===== config.mk =====
export PLATFORM = sky130hd
export DESIGN_NAME = sr_tx
export DESIGN_NICKNAME = d
export VERILOG_FILES = /design/src/rtl/sr_tx.sv
export SDC_FILE = /design/constraint.sdc
export NUM_CORES = 1
export LEC_CHECK = 0
export ABC_CLOCK_PERIOD_IN_PS = 3100
export BUFFER_PORTS_ARGS = -buffer_cell sky130_fd_sc_hd__buf_2
export CAP_MARGIN = 20
export CORE_UTILIZATION = 60
export CTS_BUF_LIST = sky130_fd_sc_hd__clkbuf_4 sky130_fd_sc_hd__clkbuf_8 sky130_fd_sc_hd__clkbuf_16
export CTS_CLUSTER_DIAMETER = 40
export DETAILED_ROUTE_END_ITERATION = 8
export HOLD_SLACK_MARGIN = 0.06
export PLACE_DENSITY = 0.88
export SKIP_LAST_GASP = 1
export SYNTH_ARGS = -nofsm -noshare
export SYNTH_HDL_FRONTEND = slang
export SYNTH_SLANG_ARGS = --single-unit
export TNS_END_PERCENT = 50

===== constraint.sdc =====
create_clock -name cp1 -period 3.1 [get_ports cp1]
set_input_delay 0.62 -clock cp1 [delete_from_list [all_inputs] [get_ports cp1]]
set_output_delay 0.62 -clock cp1 [all_outputs]
set_load 0.01 [all_outputs]

===== src/rtl/sr_tx.sv =====
// rtl/sr_tx.sv - serial MSB-first transmitter driving the i4003 cp/data/e interface
// Optional feature: define SR_TX_BLANK_EN to hold sr_e low while a word is shifting.
module sr_tx #(
    parameter int WIDTH = 10,
    parameter int DIV   = 2
) (
    input  logic             cp1,
    input  logic             reset,
    input  logic [WIDTH-1:0] tx_data,
    input  logic             tx_valid,
    output logic             tx_ready,
    output logic             sr_cp,
    output logic             sr_data,
    output logic             sr_e,
    output logic             busy,
    output logic             done
);

    typedef enum logic [1:0] {
        IDLE = 2'd0,
        LO   = 2'd1,
        HI   = 2'd2,
        DONE = 2'd3
    } state_t;

    localparam logic [7:0] DIV_LAST = 8'(DIV - 1);
    localparam logic [4:0] BIT_LAST = 5'(WIDTH - 1);

    state_t             state_q, state_d;
    logic [7:0]         div_q, div_d;
    logic [4:0]         bit_q, bit_d;
    logic [WIDTH-1:0]   shreg_q, shreg_d;

    // State, divider, bit counter and shift register with synchronous reset
    always_ff @(posedge cp1) begin
        if (reset) begin
            state_q <= IDLE;
            div_q   <= 8'd0;
            bit_q   <= 5'd0;
            shreg_q <= '0;
        end else begin
            state_q <= state_d;
            div_q   <= div_d;
            bit_q   <= bit_d;
            shreg_q <= shreg_d;
        end
    end

    // Next-state: accept in IDLE, DIV cycles per phase, shift at end of each HI
    always_comb begin
        state_d = state_q;
        div_d   = div_q;
        bit_d   = bit_q;
        shreg_d = shreg_q;
        case (state_q)
            IDLE: begin
                if (tx_valid) begin
                    state_d = LO;
                    div_d   = 8'd0;
                    bit_d   = 5'd0;
                    shreg_d = tx_data;
                end
            end
            LO: begin
                if (div_q == DIV_LAST) begin
                    state_d = HI;
                    div_d   = 8'd0;
                end else begin
                    div_d = div_q + 8'd1;
                end
            end
            HI: begin
                if (div_q == DIV_LAST) begin
                    div_d = 8'd0;
                    if (bit_q == BIT_LAST) begin
                        state_d = DONE;
                    end else begin
                        shreg_d = shreg_q << 1;
                        bit_d   = bit_q + 5'd1;
                        state_d = LO;
                    end
                end else begin
                    div_d = div_q + 8'd1;
                end
            end
            DONE: begin
                state_d = IDLE;
                bit_d   = 5'd0;
            end
            default: state_d = IDLE;
        endcase
    end

    // Outputs decoded from state only, so they change exactly on cp1 edges
    always_comb begin
        tx_ready = (state_q == IDLE);
        busy     = (state_q == LO) || (state_q == HI);
        done     = (state_q == DONE);
        sr_cp    = (state_q == HI);
        sr_data  = busy & shreg_q[WIDTH-1];
`ifdef SR_TX_BLANK_EN
        sr_e     = ~busy;
`else
        sr_e     = 1'b1;
`endif
    end

endmodule


Yosys cells after proc, flatten, opt, wreduce, memory -nomap -nowiden
Cells that the tools add are included.
{"block": "word_totals", "register_bits": 25, "elab_cells": 42, "input_bits": 13}
{"block": "classes", "addsub": 2, "n_reduce_logical": 10, "bitwise_logic": 1, "mux": 16, "n_eq_ne": 9}
{"op": "$mux 10", "n": 3}
{"op": "$pmux 10 s2", "n": 1}
{"op": "$mux 8", "n": 2}
{"op": "$pmux 8 s2", "n": 1}
{"op": "$mux 5", "n": 3}
{"op": "$pmux 5 s3", "n": 1}
{"op": "$add 8x1->8 const B", "n": 1}
{"op": "$eq 8x1->1 const B", "n": 1}
{"op": "$mux 2", "n": 4}
{"op": "$pmux 2 s4", "n": 1}
{"op": "$reduce_and 4->1", "n": 2}
{"op": "$ne 2x2->1 const B", "n": 3}
{"op": "$add 5x1->5 const B", "n": 1}
{"op": "$eq 5x4->1 const B", "n": 1}
{"op": "$eq 2x2->1 const B", "n": 2}
{"op": "$reduce_bool 2->1", "n": 2}
{"op": "$reduce_and 3->1", "n": 1}
{"op": "$reduce_bool 3->1", "n": 1}
{"op": "$eq 2x1->1 const B", "n": 1}
{"op": "$logic_not 2->1", "n": 1}
{"op": "$ne 2x1->1 const B", "n": 1}
{"op": "$reduce_and 2->1", "n": 1}
{"op": "$reduce_or 2->1", "n": 1}
{"op": "$and 1x1->1", "n": 1}
{"op": "$logic_or 1x1->1", "n": 1}

Depth between registers and ports, before layout
{"block": "logic_depth", "word_depth": 4, "ltp_mapped": 8, "ltp_nobuf": 6}

Worst setup path before layout
No wires, ideal clock.
{"block": "synth_timing", "path_kind": "register to register", "start": "register state_q[0]", "end": "register shreg_q[0]", "stages_incl_launch_ff": 9, "path_buffers": 2, "t_arrival_ns": 1.813, "required_ns": 3.030, "setup_time_ns": 0.070, "period_less_slack_ns": 1.883, "slack_ns": 1.217, "cell_sequence": "dfxtp_1 > inv_1 > ha_1 > nand2b_1 > buf_2 > o221a_2 > clkbuf_1 > nand3b_1 > a21oi_1"}
{"block": "synth_between", "elab_chain_len": 3, "elab_cells_between_ends": 8}
{"element": "start: declaration", "line": "29", "source": "state_t state_q, state_d;"}
{"element": "start signal: assignment", "line": "42", "source": "state_q <= state_d;"}
{"element": "$logic_not 2->1 (*)"}
{"element": "via tx_ready", "line": "11", "source": "output logic tx_ready,"}
{"element": "$ne 2x2->1 (no line) or $reduce_bool 2->1 (tied branches)"}
{"element": "$reduce_and 4->1 (no line)"}
{"element": "end signal: assignment", "line": "45", "source": "shreg_q <= shreg_d;"}
{"element": "end: declaration", "line": "32", "source": "logic [WIDTH-1:0] shreg_q, shreg_d;"}
The timed path passes the listed nets; every way through them passes the cells marked *.
A chain may end at the register's enable or synchronous reset.

Worst setup path in the final report
{"block": "layout_timing", "start": "register state_q[0]", "end": "output port sr_cp"}
{"block": "layout_between", "elab_chain_len": 1}
{"element": "$eq 2x2->1", "line": "99", "source": "sr_cp = (state_q == HI);"}
{"element": "end: declaration", "line": "12", "source": "output logic sr_cp,"}
No other way between the ends.

==> results.yml <==
finish:
  fin_nets: 193
  multi_input_area_um2: 907.1
  diodes: 0
  fin_area_um2: 1599
  layout_commonest_cell: "dfxtp_1"
  fin_util: 0.6961
  drive_gt1_frac: 0.2176
  mostFrequentLayoutCells: "dfxtp_1 (25), buf_2 (17), a21oi_1 (16)"
  register_area_um2: 500.5
  final.fill_count: 181
  syn2layout_area_growth_pct: 5.794
timing:
  finClkSkew_ps: 6.380
  setup_viol: 0
  rsz0062_at_grt: "no"
  clock.fmax_mhz: 423.5
  whs_ps: 549.7
  min_period_over_period: 0.7616
  worst_pin_slew_ps: 707.2
  hold_viol_final: 0
  finalSetupTns_ps: 0
  period_needed_ps: 2361
  drv_slew: 0
  slew_headroom: 0.5267
drt:
  drc_errors: 0
  drtIter0Drc: 23
  via_per_inst: 6.530
  wl_um: 3201
  ant_nets: 0
  routedWlPerCell_um: 16.17
  num_vias: 1293
  first_pass_iters: 4
cts:
  cts_resized: 0
  post_cts_buffers: 0
  cts_tree: "yes"
  htreeDepth: 1
  numCtsBuffers: 3
  cts.sinks: 25
  hold_buffers: 0
  clk_latency_ps: 320
  clockRootBuffer: "clkbuf_4"
  clockBufferDepth: 2
  path_clk_slew_ps: 140
yosys:
  synth-edff-count: 0
  yosys.area.top_type: "dfxtp_1"
  synth_seq_cells: 25
  ys_types: 45
  postSynthAreaPerCell_um2: 9.506
  synth_top_cell_area_share: 0.3311
  yosys_warnings: 0
  seq_area_frac_synth: 0.3311
  synth_nets: 181
  ys.flop_type: "dfxtp_1"
  synth_area_leaders: "dfxtp_1 (33%), a311oi_2 (8.9%), ha_1 (7.5%)"
  synth_area_um2: 1511
  synthCells: 159
  async_flop_share: 0
power:
  p_leak_nw: 0.6140
  vdd_drop_max_mv: 0.6899
  total_power_mw: 1.313
  powerDensity_nw_per_um2: 821.3
die:
  rows: 17
  die_h_um: 52.19
  core_area_um2: 2297
  start_util: 0.6580
  io_pins: 19
  fp.dieW_um: 52.19
  dieArea_um2: 2724
global_route:
  grt_max_degree: 27
  grt_pass1_wl_um: 5520
  grt_pass1_vias: 1212
  grt_antenna_before_repair: 0
  grt_overflow: 0
  grtUsageTotal: 0.2733
worst_setup_path:
  critical_path_arrival_ps: 1740
  crit_type: "reg2out"
  critPathRequiredTime_ps: 2480
  path_max_fanout: 14
  end_kind: "output port"
  cp-start-kind: "flop"
placement:
  dpl-instance-area_um2: 1569
  io_buffers: 17
  hpwlAfterDp_um: 2267
  routabilityCongestion: 0.7904
flow_run:
  maxCapViolations: 0
hold_path:
  hold_path.class: "reg2reg"
outcome:
  status: "completed"
## per-layer routing
metal,GRT usage,share of wire,vias up
met4,0.07456,0.0041,0
met3,0.07536,0.049,2
met1,0.3669,0.47,625
met2,0.4295,0.48,34
li1,-,-,632
met5,0,0,-
## sequential cells by signal (all words and copies together), names as in the netlist
signal,count
shreg_q,10
bit_q,5
state_q,2
div_q,8
## critical path, cell delays in order, from the launching register on
cell	delay [ps]
dfxtp_1	390
inv_1	110
ha_1	430
buf_4	310
buf_2	170
## cell type report
cell class,instances,area share
timing repair buffer,18,0.05790
inverter,9,0.02113
sequential,25,0.3130
clock buffer,4,0.01878
tap,28,0.02191
multi-input combinational,114,0.5673
## cell families (layout without fill, tap and decap cells)
logic type,after synthesis,after routing,synth area share
AOI/OAI and AO/OA,52,52,0.2914
adders and majority gates,9,9,0.07450
buffers and inverters,20,31,0.06870
DFF,25,25,0.3311
muxes,11,11,0.07285
other,1,1,0.002481
and+or+nand+nor,41,41,0.1589
## path summary, 6_finish.rpt
kind	from	to	slack (ps)	cells past startpoint
worst max-delay path	state_q[0]	sr_cp	740	4
worst min register to register	bit_q[0]	bit_q[0]	550	2
worst max register to register	state_q[0]	shreg_q[5]	780	6
worst min-delay path	bit_q[0]	bit_q[0]	550	2
## report_power, final
part           total, mW  internal [mW]  switching (mW)
logic              0.694          0.280           0.414
registers          0.462          0.405          0.0569
clock network      0.158         0.0592          0.0985
total               1.31          0.744           0.569
## cell usage after synthesis, types with 2 or more instances
cell and number:
nand2_1 6, o211a_1 3, nand4b_1 3, mux2i_1 11, o21ai_0 3, nand3b_1 2, nor2_1 4, or3_1 2
a31oi_1 4, nand2b_1 2, buf_2 3, a311oi_2 9, inv_1 9, and3_1 2, ha_1 9, a311oi_1 3
clkbuf_1 3, a32o_1 2, o211ai_1 3, nand3_1 8, nor3_1 5, a21oi_1 16, dfxtp_1 25
## through the flow
step                worst slack [ps]  instances
global placement               918.9        194
floorplan                       1217        159
global route                   624.5        198
detailed placement             851.2        194
finish                         738.9        198
CTS                            756.8        198
(Power assumes the default switching activity.)
